File: src/rtl/fpu_wb_ctrl_if.sv
// Writeback bus between the FPU / LSU result sources, the FP register file
// and the commit tracker.
//   fpu_*   : FPU result source (held-valid / ready handshake)
//   lsu_*   : FP load result source (held-valid / ready handshake)
//   freg_*  : FP register-file write port
//   commit_*: retirement pulse and ID
// Modports: master = source/sink environment, slave = fpu_wb_ctrl.
interface fpu_wb_ctrl_if #(
  parameter int unsigned DATA_W = 64,
  parameter int unsigned ADDR_W = 5,
  parameter int unsigned CID_W  = 3
);
  logic              fpu_we_i;
  logic [ADDR_W-1:0] fpu_waddr_i;
  logic [DATA_W-1:0] fpu_wdata_i;
  logic              fpu_fcsr_we_i;
  logic [4:0]        fpu_fflags_i;
  logic [CID_W-1:0]  fpu_commit_id_i;
  logic              fpu_wb_ready_o;

  logic              lsu_we_i;
  logic [ADDR_W-1:0] lsu_waddr_i;
  logic [DATA_W-1:0] lsu_wdata_i;
  logic [CID_W-1:0]  lsu_commit_id_i;
  logic              lsu_wb_ready_o;

  logic              freg_we_o;
  logic [ADDR_W-1:0] freg_waddr_o;
  logic [DATA_W-1:0] freg_wdata_o;
  logic              commit_valid_o;
  logic [CID_W-1:0]  commit_id_o;

  modport master (
    output fpu_we_i, fpu_waddr_i, fpu_wdata_i, fpu_fcsr_we_i, fpu_fflags_i, fpu_commit_id_i,
    input  fpu_wb_ready_o,
    output lsu_we_i, lsu_waddr_i, lsu_wdata_i, lsu_commit_id_i,
    input  lsu_wb_ready_o,
    input  freg_we_o, freg_waddr_o, freg_wdata_o, commit_valid_o, commit_id_o
  );

  modport slave (
    input  fpu_we_i, fpu_waddr_i, fpu_wdata_i, fpu_fcsr_we_i, fpu_fflags_i, fpu_commit_id_i,
    output fpu_wb_ready_o,
    input  lsu_we_i, lsu_waddr_i, lsu_wdata_i, lsu_commit_id_i,
    output lsu_wb_ready_o,
    output freg_we_o, freg_waddr_o, freg_wdata_o, commit_valid_o, commit_id_o
  );
endinterface

File: src/rtl/fpu_wb_ctrl.sv
// FP writeback controller and fcsr owner.
// Arbitrates FPU results and FP load results onto the single FP register-file
// write port (LSU priority with an FPU anti-starvation override), registers
// the write/commit outputs (latency 1), and holds the frm / accrued fflags
// state of fcsr, updated by CSR instructions and by FPU exception flags.
// Ports:
//   clk, rst_n          : clock, asynchronous active-low reset
//   bus (slave)         : FPU/LSU handshakes, register-file write, commit pulse
//   csr_we_i/sel_i/wdata_i : CSR write strobe, target (01 fflags, 10 frm, 11 fcsr), value
//   csr_frm_o, csr_fflags_o, fcsr_o : current fcsr state
module fpu_wb_ctrl #(
  parameter int unsigned DATA_W     = 64,
  parameter int unsigned ADDR_W     = 5,
  parameter int unsigned CID_W      = 3,
  parameter int unsigned STARVE_MAX = 3
) (
  input  logic          clk,
  input  logic          rst_n,
  fpu_wb_ctrl_if.slave  bus,
  input  logic          csr_we_i,
  input  logic [1:0]    csr_sel_i,
  input  logic [7:0]    csr_wdata_i,
  output logic [2:0]    csr_frm_o,
  output logic [4:0]    csr_fflags_o,
  output logic [7:0]    fcsr_o
);

  localparam logic [3:0] StarveMax = 4'(STARVE_MAX);

  logic [3:0]        starve_q, starve_d;
  logic              fpu_grant, lsu_grant;
  logic              fpu_hs, lsu_hs;

  logic              freg_we_q;
  logic [ADDR_W-1:0] freg_waddr_q, freg_waddr_d;
  logic [DATA_W-1:0] freg_wdata_q, freg_wdata_d;
  logic              commit_valid_q;
  logic [CID_W-1:0]  commit_id_q, commit_id_d;

  logic [4:0]        fflags_q, fflags_d, fflags_base, fflags_acc;
  logic [2:0]        frm_q, frm_d;

  // Arbitration: LSU normally wins a tie; once the FPU has lost STARVE_MAX
  // consecutive ties it is granted instead.
  always_comb begin
    fpu_grant = bus.fpu_we_i & (~bus.lsu_we_i | (starve_q == StarveMax));
    lsu_grant = bus.lsu_we_i & ~fpu_grant;
  end

  // Grants already include the valids, so grant == handshake.
  assign fpu_hs             = fpu_grant;
  assign lsu_hs             = lsu_grant;
  assign bus.fpu_wb_ready_o = fpu_hs;
  assign bus.lsu_wb_ready_o = lsu_hs;

  always_comb begin
    starve_d = starve_q;
    if (!bus.fpu_we_i || fpu_grant) begin
      starve_d = '0;
    end else if (lsu_grant) begin
      starve_d = (starve_q == StarveMax) ? starve_q : starve_q + 4'd1;
    end
  end

  // Write-port payload: take the winner's fields, otherwise hold.
  always_comb begin
    freg_waddr_d = freg_waddr_q;
    freg_wdata_d = freg_wdata_q;
    commit_id_d  = commit_id_q;
    if (fpu_hs) begin
      freg_waddr_d = bus.fpu_waddr_i;
      freg_wdata_d = bus.fpu_wdata_i;
      commit_id_d  = bus.fpu_commit_id_i;
    end else if (lsu_hs) begin
      freg_waddr_d = bus.lsu_waddr_i;
      freg_wdata_d = bus.lsu_wdata_i;
      commit_id_d  = bus.lsu_commit_id_i;
    end
  end

  // fflags: CSR write replaces the base, FPU flags are ORed on top so they
  // are never lost to a same-cycle CSR write.
  always_comb begin
    fflags_base = fflags_q;
    if (csr_we_i && csr_sel_i[0]) begin
      fflags_base = csr_wdata_i[4:0];
    end
    fflags_acc = (fpu_hs && bus.fpu_fcsr_we_i) ? bus.fpu_fflags_i : 5'b0;
    fflags_d   = fflags_base | fflags_acc;
  end

  always_comb begin
    frm_d = frm_q;
    if (csr_we_i) begin
      unique case (csr_sel_i)
        2'b11:   frm_d = csr_wdata_i[7:5];
        2'b10:   frm_d = csr_wdata_i[2:0];
        default: frm_d = frm_q;
      endcase
    end
  end

  always_ff @(posedge clk or negedge rst_n) begin
    if (!rst_n) begin
      starve_q       <= '0;
      freg_we_q      <= 1'b0;
      freg_waddr_q   <= '0;
      freg_wdata_q   <= '0;
      commit_valid_q <= 1'b0;
      commit_id_q    <= '0;
      fflags_q       <= '0;
      frm_q          <= '0;
    end else begin
      starve_q       <= starve_d;
      freg_we_q      <= fpu_hs | lsu_hs;
      freg_waddr_q   <= freg_waddr_d;
      freg_wdata_q   <= freg_wdata_d;
      commit_valid_q <= fpu_hs | lsu_hs;
      commit_id_q    <= commit_id_d;
      fflags_q       <= fflags_d;
      frm_q          <= frm_d;
    end
  end

  assign bus.freg_we_o      = freg_we_q;
  assign bus.freg_waddr_o   = freg_waddr_q;
  assign bus.freg_wdata_o   = freg_wdata_q;
  assign bus.commit_valid_o = commit_valid_q;
  assign bus.commit_id_o    = commit_id_q;

  assign csr_frm_o    = frm_q;
  assign csr_fflags_o = fflags_q;
  assign fcsr_o       = {frm_q, fflags_q};

endmodule

File: src/flat_wrapper.sv
// flat-port wrapper written by rule: the top's interface ports become plain ports
module fpu_wb_ctrl_flat 
#(
  parameter int unsigned DATA_W     = 64,
  parameter int unsigned ADDR_W     = 5,
  parameter int unsigned CID_W      = 3,
  parameter int unsigned STARVE_MAX = 3
)
  (clk, rst_n, csr_we_i, csr_sel_i, csr_wdata_i, csr_frm_o, csr_fflags_o, fcsr_o, bus_fpu_we_i, bus_fpu_waddr_i, bus_fpu_wdata_i, bus_fpu_fcsr_we_i, bus_fpu_fflags_i, bus_fpu_commit_id_i, bus_fpu_wb_ready_o, bus_lsu_we_i, bus_lsu_waddr_i, bus_lsu_wdata_i, bus_lsu_commit_id_i, bus_lsu_wb_ready_o, bus_freg_we_o, bus_freg_waddr_o, bus_freg_wdata_o, bus_commit_valid_o, bus_commit_id_o);
  fpu_wb_ctrl_if #(.DATA_W(DATA_W), .ADDR_W(ADDR_W), .CID_W(CID_W)) bus_i ();
  input  logic clk;
  input  logic rst_n;
  input  logic csr_we_i;
  input  logic [1:0] csr_sel_i;
  input  logic [7:0] csr_wdata_i;
  output logic [2:0] csr_frm_o;
  output logic [4:0] csr_fflags_o;
  output logic [7:0] fcsr_o;
  input wire logic [$bits(bus_i.fpu_we_i)-1:0] bus_fpu_we_i;
  input wire logic [$bits(bus_i.fpu_waddr_i)-1:0] bus_fpu_waddr_i;
  input wire logic [$bits(bus_i.fpu_wdata_i)-1:0] bus_fpu_wdata_i;
  input wire logic [$bits(bus_i.fpu_fcsr_we_i)-1:0] bus_fpu_fcsr_we_i;
  input wire logic [$bits(bus_i.fpu_fflags_i)-1:0] bus_fpu_fflags_i;
  input wire logic [$bits(bus_i.fpu_commit_id_i)-1:0] bus_fpu_commit_id_i;
  output wire logic [$bits(bus_i.fpu_wb_ready_o)-1:0] bus_fpu_wb_ready_o;
  input wire logic [$bits(bus_i.lsu_we_i)-1:0] bus_lsu_we_i;
  input wire logic [$bits(bus_i.lsu_waddr_i)-1:0] bus_lsu_waddr_i;
  input wire logic [$bits(bus_i.lsu_wdata_i)-1:0] bus_lsu_wdata_i;
  input wire logic [$bits(bus_i.lsu_commit_id_i)-1:0] bus_lsu_commit_id_i;
  output wire logic [$bits(bus_i.lsu_wb_ready_o)-1:0] bus_lsu_wb_ready_o;
  output wire logic [$bits(bus_i.freg_we_o)-1:0] bus_freg_we_o;
  output wire logic [$bits(bus_i.freg_waddr_o)-1:0] bus_freg_waddr_o;
  output wire logic [$bits(bus_i.freg_wdata_o)-1:0] bus_freg_wdata_o;
  output wire logic [$bits(bus_i.commit_valid_o)-1:0] bus_commit_valid_o;
  output wire logic [$bits(bus_i.commit_id_o)-1:0] bus_commit_id_o;
  assign bus_i.fpu_we_i = bus_fpu_we_i;
  assign bus_i.fpu_waddr_i = bus_fpu_waddr_i;
  assign bus_i.fpu_wdata_i = bus_fpu_wdata_i;
  assign bus_i.fpu_fcsr_we_i = bus_fpu_fcsr_we_i;
  assign bus_i.fpu_fflags_i = bus_fpu_fflags_i;
  assign bus_i.fpu_commit_id_i = bus_fpu_commit_id_i;
  assign bus_fpu_wb_ready_o = bus_i.fpu_wb_ready_o;
  assign bus_i.lsu_we_i = bus_lsu_we_i;
  assign bus_i.lsu_waddr_i = bus_lsu_waddr_i;
  assign bus_i.lsu_wdata_i = bus_lsu_wdata_i;
  assign bus_i.lsu_commit_id_i = bus_lsu_commit_id_i;
  assign bus_lsu_wb_ready_o = bus_i.lsu_wb_ready_o;
  assign bus_freg_we_o = bus_i.freg_we_o;
  assign bus_freg_waddr_o = bus_i.freg_waddr_o;
  assign bus_freg_wdata_o = bus_i.freg_wdata_o;
  assign bus_commit_valid_o = bus_i.commit_valid_o;
  assign bus_commit_id_o = bus_i.commit_id_o;
  fpu_wb_ctrl #(.DATA_W(DATA_W), .ADDR_W(ADDR_W), .CID_W(CID_W), .STARVE_MAX(STARVE_MAX)) u_core (.clk(clk), .rst_n(rst_n), .bus(bus_i), .csr_we_i(csr_we_i), .csr_sel_i(csr_sel_i), .csr_wdata_i(csr_wdata_i), .csr_frm_o(csr_frm_o), .csr_fflags_o(csr_fflags_o), .fcsr_o(fcsr_o));
endmodule
File: config.mk
export PLATFORM = sky130hd
export DESIGN_NAME = fpu_wb_ctrl_flat
export DESIGN_NICKNAME = d
export VERILOG_FILES = /design/src/rtl/fpu_wb_ctrl_if.sv /design/src/rtl/fpu_wb_ctrl.sv /design/src/flat_wrapper.sv
export SDC_FILE = /design/constraint.sdc
export NUM_CORES = 1
export LEC_CHECK = 0
export CAP_MARGIN = 10
export CORE_ASPECT_RATIO = 1.5
export CORE_MARGIN = 4
export CORE_UTILIZATION = 36
export CTS_CLUSTER_SIZE = 12
export DETAILED_ROUTE_END_ITERATION = 6
export HOLD_SLACK_MARGIN = 0.06
export PLACE_DENSITY = 0.78
export SYNTH_ARGS = -nofsm -noshare
export SYNTH_HDL_FRONTEND = slang
export SYNTH_SLANG_ARGS = --single-unit
File: constraint.sdc
create_clock -name clk -period 2.4 [get_ports clk]
set_clock_uncertainty 0.1 [all_clocks]
set_input_delay 0.48 -clock clk [delete_from_list [all_inputs] [get_ports clk]]
set_output_delay 0.48 -clock clk [all_outputs]
set_load 0.05 [all_outputs]
==> flow_summary.toml, run 1 <==
[sta]
hold_viol_final = 0
setup_tns_ns = 0
post-route-period-util = 0.9625
finalSetupViolations = 0
maxClockFrequency_ghz = 0.4329
rsz0062_at_grt = "no"
slew_headroom = 0.6211
slew_viol_final = 0
whs_ns = 0.3882
final.min_clock_period_ns = 2.310
layout_setup_ws_ns = 0.09009
worst_pin_slew_ns = 0.5683

[floorplanning]
core-area_um2 = 10530
design.portCount = 257
die_area_um2 = 12510
fp.dieW_um = 92.69
start_util = 0.3677
die_height_um = 135.0
fp-row-count = 46

[drt]
vias_per_cell = 5.044
drc_errors = 0
drtIter0Drc = 102
num_vias = 3536
finalWirelength_um = 13310
dr.pass1.iters = 4
antenna_left = 0
drt-wirelength-per-cell_um = 18.98

[setup_path]
worstSetupPathType = "in2out"
cp.buffers_inverters = 3
crit_slowest_cell = "clkdlybuf4s50_1"
cp.required_ns = 1.82
cp-end-kind = "primary output"
cp_top_family = "buffers and inverters"
cp_cell_sequence = "clkdlybuf4s50_1 -> buf_4 -> nand4bb_4 -> o21ai_4 -> buf_12"
startpoint_type = "primary input"
critPathMaxStageDelay_ns = 0.52
crit_fanout = 15
worstPathArrival_ns = 1.73

[final_layout]
area_growth_pct = 76.12
diodes = 0
nFillCells = 844
fin_nets = 718
drive_gt1_frac = 0.06822
post-route-util = 0.6475

[logic_synthesis]
yosysMostFrequentCell = "dfrtp_1"
synth_edf_count = 0
synth_seq_cells = 85
syn_area_um2 = 3872
synthDistinctLibCells = 26
avgSynthCellArea_um2 = 12.70
ys.flop_type = "dfrtp_1"
synth_nets = 471
synth_top_area_frac = 0.5493
yosysTopAreaCell = "dfrtp_1"
yosysWarnings = 0
ys_top_cells_by_area = "dfrtp_1 55%, a221o_1 19%, and2_1 12%"
yosys-top-cells-count = "85 x dfrtp_1, 73 x and2_1, 72 x a221o_1"
synthCells = 305
ys_seq_area_frac = 0.5493
synthArstFlopShare = 1.000

[pwr]
powerDensity_nw_per_um2 = 664.5
internal_power_mw = 2.983
ir_worst_vdd_mv = 0.4085
power.leakage_nw = 2.849
switching_power_mw = 1.549
switching_share = 0.3418
combPwrFrac = 0.339
pwr-share-seq = 0.365
p_clk_frac = 0.296

[global_route]
grt_antenna_before_repair = 2
use_met3 = 0.06410
track_usage = 0.2101
grt_pass1_wl_um = 20360
overflow = 0
use_met1 = 0.2328
grt_busiest_layer = "met2"
grtUsageMet2 = 0.3787
grt_pass1_vias = 3972
grt_max_degree = 45

[cts]
tritoncts = "yes"
clk_pin_slew_ns = 0.06
clock-sinks = 85
cts_root_buf = "clkbuf_16"
clk_path_buf_depth = 2
numCtsBuffers = 9
insertion_delay_ns = 0.33
postCtsSetupBuffers = 0
htree_levels = 3

[status]
status = "completed"

[place]
place_ws_ns = 0.07173
place_hpwl_um = 10150
portBuffers = 256
gp_congestion = 0.7465

[job]
max_cap_viol_count = 0

[hold_path]
min_path_type = "reg2reg"
[cell families after synthesis]
kind of cell,count (synthesis),synth area share
xor gates and xnor gates,2,0.004524
DFF,85,0.5493
buffers and inverters,37,0.07173
AOI/OAI and AO/OA,82,0.2032
adders and majority gates,1,0.003231
and+or+nand+nor,90,0.1473
muxes,8,0.02068
[cell type report]
cell class	instances	area, µm²	area share
clock inverters	6	52.55	0.007705
multi-input cells	183	1473	0.2159
inverters	3	11.26	0.001651
flip-flops and latches	85	2127	0.3119
well taps	144	180.2	0.02642
clock buffers	10	239.0	0.03504
repair buffers	270	2738	0.4014
[routing by layer]
layer | vias up | share of wire
li1 | 1637 | -
met3 | 29 | 0.076
met1 | 1702 | 0.37
met5 | - | 0.0020
met2 | 164 | 0.53
met4 | 4 | 0.028
[state kept, by name, summed over array words and instances (netlist names)]
name / cells
u_core.csr_fflags_o: 5
u_core.starve_q: 4
u_core.bus.commit_id_o: 3
u_core.bus.freg_waddr_o: 5
u_core.bus.freg_wdata_o: 64
u_core.csr_frm_o: 3
u_core.bus.freg_we_o: 1
[path summary, 6_finish.rpt]
check	start	to	cells after the start	slack, ns
hold / removal	u_core.starve_q[0]	u_core.starve_q[0]	1	0.39
hold reg to reg	u_core.starve_q[0]	u_core.starve_q[0]	1	0.39
setup / recovery	bus_fpu_we_i	bus_fpu_wb_ready_o	5	0.09
min in group asynchronous	rst_n	u_core.bus.freg_wdata_o[14]	2	0.60
setup reg to reg	u_core.starve_q[0]	u_core.bus.freg_wdata_o[47]	5	0.58
max in group asynchronous	rst_n	u_core.bus.freg_wdata_o[18]	3	0.98
[cells in the final DEF (no fill, tap or decap), drive strengths merged]
cell type      Yosys  layout
mux2i              8       8
xor2               1       1
a21oi              3       3
inv                3       6
nand2              1       1
a221o             72      72
and2              74      74
clkdlybuf4s50      0     253
buf               25      16
nand3              6       6
and3               3       3
nor3b              1       1
ha                 1       1
dlygate4sd3        0       1
clkbuf             9      10
o21ai              6       6
o31a               1       1
nor2               4       4
xnor2              1       1
dfrtp             85      85
clkinv             0       3
nand4bb            1       1
[what timing repair did]
action,4_1_cts,5_1_grt
hold buffers,1,0
resized for setup,0,0
hold endpoints to repair,21,0
[power by group through the flow]
stage          logic, mW  clock network (mW)  registers, mW
2_1_floorplan      0.368                   0           2.16
3_3_place_gp        1.52                   0           1.67
4_1_cts             1.55                1.38           1.65
5_1_grt             1.60                1.43           1.67
6_report            1.54                1.34           1.65
3_5_place_dp        1.55                   0           1.67
[metrics by stage]
| step | instance area [µm²] | cells | total power, mW |
|---|---|---|---|
| finish | 6820 | 701 | 4.532 |
| global route | 6820 | 701 | 4.701 |
| CTS | 6820 | 701 | 4.583 |
| detailed placement | 6519 | 684 | 3.220 |
| global placement | 6519 | 684 | 3.194 |
| floorplan | 3872 | 305 | 2.529 |
Power figures use the tool's default switching activity.
==> run 2: changes to the inputs <==
==> constraint.sdc (replaced) <==
create_clock -name clk -period 2.4 [get_ports clk]
set_clock_uncertainty 0.1 [all_clocks]
set_input_delay 0.6 -clock clk [delete_from_list [all_inputs] [get_ports clk]]
set_output_delay 0.6 -clock clk [all_outputs]
set_load 0.05 [all_outputs]
==> flow_summary.toml, run 2 (synthesis gave the netlist of run 1 again) <==
[status]
status = "completed"

[place]
place_inst = 683
place_hpwl_um = 10040
place_ws_ns = -0.01235
portBuffers = 256
gp_congestion = 0.7369
place_area_um2 = 6521

[hold_path]
min_path_type = "in2async"

[final_layout]
layout_common_cells = "251 x clkdlybuf4s50_1, 85 x dfrtp_1, 73 x and2_1"
drive_gt1_frac = 0.06847
post-route-util = 0.6498
fin_area_um2 = 6844
instances_no_fill = 699
final_common_cell = "clkdlybuf4s50_1"
fin_nets = 716
nFillCells = 810
largest_reg_flops = 64
area_growth_pct = 76.74
diodes = 0

[sta]
post-route-period-util = 0.9608
hold_viol_final = 0
setup_tns_ns = 0
finalSetupViolations = 0
slew_viol_final = 0
layout_setup_ws_ns = 0.09402
final.min_clock_period_ns = 2.306
slew_headroom = 0.6275
rsz0062_at_grt = "no"
maxClockFrequency_ghz = 0.4337
worst_pin_slew_ns = 0.5570
whs_ns = 0.1233

[global_route]
overflow = 0
grt_pass1_vias = 3978
grt_max_degree = 44
grt_pass1_wl_um = 20530
track_usage = 0.2080
grt_antenna_before_repair = 3

[setup_path]
worst-r2r-setup-slack_ns = 0.54
cp-end-kind = "primary output"
r2r_start = "u_core.starve_q[0]"
worstPathArrival_ns = 1.61
crit_fanout = 4
crit_slowest_cell = "clkdlybuf4s50_1"
startpoint_type = "primary input"
worstSetupPathType = "in2out"
cp_cell_sequence = "clkdlybuf4s50_1 -> and2_4 -> buf_12"
reg2reg_to = "u_core.bus.freg_wdata_o[53]"
cp.required_ns = 1.70
critPathMaxStageDelay_ns = 0.63
r2r_cells = 6

[drt]
drt-wirelength-per-cell_um = 18.62
finalWirelength_um = 13020
num_vias = 3556
dr.pass1.iters = 6
antenna_left = 0
vias_per_cell = 5.087
top_layer_used = "met5"
wl_met1_um = 4938
met2_length_um = 6569
drtIter0Drc = 137
drc_errors = 0
met3_length_um = 1127

[floorplanning]
design.portCount = 257
fp.dieW_um = 92.69
die_height_um = 135.0
core-area_um2 = 10530
fp-row-count = 46
die_area_um2 = 12510
start_util = 0.3677

[cts]
cts_root_buf = "clkbuf_16"
cts_resized = 1
clk_path_buf_depth = 2
tritoncts = "yes"
clk_pin_slew_ns = 0.06
numCtsBuffers = 9
postCtsSetupBuffers = 0
insertion_delay_ns = 0.33
clock-sinks = 85
htree_levels = 3
cts_hold_buffers = 0

[pwr]
combPwrFrac = 0.327
fin_total_pwr_mw = 4.683
switching_power_mw = 1.531
pwr-share-seq = 0.353
powerDensity_nw_per_um2 = 684.3
switching_share = 0.3269
p_clk_frac = 0.320
power.leakage_nw = 2.858
ir_worst_vdd_mv = 0.4275
internal_power_mw = 3.152

[job]
max_cap_viol_count = 0
run 2: cell count changes in the layout (fill, tap and decap cells not counted), sizes merged:
cell           before  now
dlygate4sd2         0    1
bufinv              0    2
clkinvlp            0    1
clkbuf             10    9
clkdlybuf4s50     253  251
dlygate4sd3         1    0
inv                 6    4
run 2: per-layer routing:
metal,global-route usage,up-vias
li1,-,1632
met1,0.2414,1715
met2,0.3577,176
met3,0.07302,27
met4,0.06846,6
met5,0,-
run 2: how the worst max path moves through the flow:
stage               cells after the start  slack (ns)                     endpoint    startpoint
floorplan                               4        0.33           bus_fpu_wb_ready_o  bus_fpu_we_i
global placement                        4        0.01           bus_lsu_wb_ready_o  bus_fpu_we_i
detailed placement                      5       -0.01  u_core.bus.freg_wdata_o[53]  bus_fpu_we_i
CTS                                     3        0.08           bus_lsu_wb_ready_o  bus_lsu_we_i
global route                            3        0.06           bus_lsu_wb_ready_o  bus_lsu_we_i
finish                                  3        0.09           bus_lsu_wb_ready_o  bus_lsu_we_i
run 2: cell type report:
cell class              instances  area (µm²)  share of cell area
multi-input cells             183        1473              0.2152
flip-flops and latches         85        2127              0.3108
clock inverters                 7       98.84             0.01444
clock buffers                   9       225.2             0.03291
well taps                     144       180.2             0.02633
inverters                       3       11.26            0.001645
repair buffers                268        2729              0.3987
run 2: power groups by stage:
stage	combinational, mW	sequential (mW)	clock, mW
final	1.53	1.65	1.50
after global routing	1.60	1.67	1.59
after CTS	1.55	1.66	1.53
after detailed placement	1.54	1.67	0
after global placement	1.52	1.67	0
after floorplan	0.368	2.16	0
run 2: worst max-delay path: cells and delay by family:
family,cells,cell delay (ns)
buf+inv,2,0.77
simple gates,1,0.24
==> run 3: changes to the inputs <==
--- a/config.mk
+++ b/config.mk
@@ -8,11 +8,12 @@
 export CAP_MARGIN = 10
 export CORE_ASPECT_RATIO = 1.5
 export CORE_MARGIN = 4
-export CORE_UTILIZATION = 36
+export CORE_UTILIZATION = 34
+export CTS_BUF_LIST = sky130_fd_sc_hd__clkbuf_8
 export CTS_CLUSTER_SIZE = 12
 export DETAILED_ROUTE_END_ITERATION = 6
 export HOLD_SLACK_MARGIN = 0.06
-export PLACE_DENSITY = 0.78
+export PLACE_DENSITY = 0.74
 export SYNTH_ARGS = -nofsm -noshare
 export SYNTH_HDL_FRONTEND = slang
 export SYNTH_SLANG_ARGS = --single-unit
==> flow_summary.toml, run 3 (synthesis gave the netlist of run 1 again) <==
[cts]
htree_levels = 3
clock-sinks = 85
clk_pin_slew_ns = 0.08
tritoncts = "yes"
numCtsBuffers = 9
insertion_delay_ns = 0.33
clk_path_buf_depth = 2
cts_hold_buffers = 0
cts_root_buf = "clkbuf_8"
postCtsSetupBuffers = 0
cts_resized = 1

[drt]
drc_errors = 0
drtIter0Drc = 151
dr.pass1.iters = 4
num_vias = 3552
drt-wirelength-per-cell_um = 18.68
antenna_left = 0
finalWirelength_um = 13110
vias_per_cell = 5.060

[setup_path]
r2r_start = "u_core.starve_q[0]"
cp_top_family = "buffers and inverters"
crit_slowest_cell = "clkdlybuf4s50_1"
critPathMaxStageDelay_ns = 0.83
startpoint_type = "register"
cp-end-kind = "primary output"
worstSetupPathType = "reg2out"
startpoint = "u_core.csr_fflags_o[1]"
cp.required_ns = 1.70
cp.buffers_inverters = 1
cp_cell_sequence = "clkdlybuf4s50_1"
crit_fanout = 3
worstPathArrival_ns = 1.57

[sta]
layout_setup_ws_ns = 0.1250
rsz0062_at_grt = "no"
slew_headroom = 0.6379
maxClockFrequency_ghz = 0.4396
worst_pin_slew_ns = 0.5414
slew_viol_final = 0
finalSetupViolations = 0
hold_viol_final = 0
post-route-period-util = 0.9479
setup_tns_ns = 0
final.min_clock_period_ns = 2.275

[floorplanning]
design.portCount = 257
die_height_um = 138.7
fp-row-count = 47
start_util = 0.3484
die_area_um2 = 13200
fp.dieW_um = 95.14
core-area_um2 = 11110

[global_route]
grt_pass1_wl_um = 20490
grt_max_degree = 73
track_usage = 0.1986
grt_pass1_vias = 3931
overflow = 0
grt_antenna_before_repair = 2

[final_layout]
multi_input_area_um2 = 1473
regArea_um2 = 2127
fin_area_um2 = 6714
area_growth_pct = 73.38
diodes = 0
fin_nets = 716
nFillCells = 901
largest_reg_flops = 64
final_common_cell = "clkdlybuf4s50_1"
drive_gt1_frac = 0.06667
layout_common_cells = "252 x clkdlybuf4s50_1, 85 x dfrtp_1, 73 x and2_1"

[place]
place_hpwl_um = 9906
gp_congestion = 0.7608
place_ws_ns = -0.03631
portBuffers = 256
place_area_um2 = 6515

[pwr]
powerDensity_nw_per_um2 = 625.9
ir_worst_vdd_mv = 0.3436
power.leakage_nw = 2.792

[job]
max_cap_viol_count = 0

[status]
status = "completed"

[hold_path]
min_path_type = "in2async"
[run 3: cell count changes in the layout (fill, tap and decap cells not counted), sizes merged]
cell           delta
clkinv            -1
clkbuf            +1
clkinvlp          +2
bufinv            -1
clkdlybuf4s50     +1
inv               -1
buf               -1
[run 3: per-stage QoR]
| step | std cells | total power [mW] | utilization | hold WS [ns] |
|---|---|---|---|---|
| final | 702 | 4.202 | 0.6041 | 0.1091 |
| after global placement | 686 | 3.197 | 0.5862 | 0.3611 |
| after CTS | 702 | 4.259 | 0.6041 | 0.1137 |
| after floorplan | 305 | 2.529 | - | 0.2044 |
| after global routing | 702 | 4.407 | 0.6041 | 0.1173 |
| after detailed placement | 686 | 3.217 | 0.5862 | 0.3662 |
[run 3: worst paths after layout]
check                                               to  slack, ns  cells after the start
hold reg to reg                     u_core.starve_q[0]       0.38                      1
setup / recovery                             fcsr_o[1]       0.13                      1
min in group clk                    u_core.starve_q[0]       0.38                      1
setup reg to reg           u_core.bus.freg_wdata_o[16]       0.60                      5
hold / removal              u_core.bus.freg_waddr_o[2]       0.11                      1
max in group asynchronous   u_core.bus.freg_waddr_o[1]       1.48                      2
[run 3: area by class of cell]
type	count	share of cell area
well taps	147	0.02739
clock buffers	10	0.02050
inverters	3	0.001677
flip-flops and latches	85	0.3168
multi-input cells	183	0.2193
repair buffers	268	0.4050
clock inverters	6	0.009318
[run 3: report_power, final]
group | switching, mW | internal, mW | leakage, nW | total (mW)
combinational | 0.871 | 0.661 | 1.67 | 1.53
clock | 0.513 | 0.506 | 0.0943 | 1.02
sequential | 0.0810 | 1.57 | 1.03 | 1.65
total | 1.46 | 2.74 | 2.79 | 4.20
[run 3: metal layers]
layer | share of wire | global-route usage | routed length (µm)
met1 | 0.36 | 0.2184 | 4704
met2 | 0.52 | 0.3488 | 6880
met3 | 0.084 | 0.06189 | 1099
met4 | 0.031 | 0.07529 | 402
met5 | 0.0020 | 0 | 26
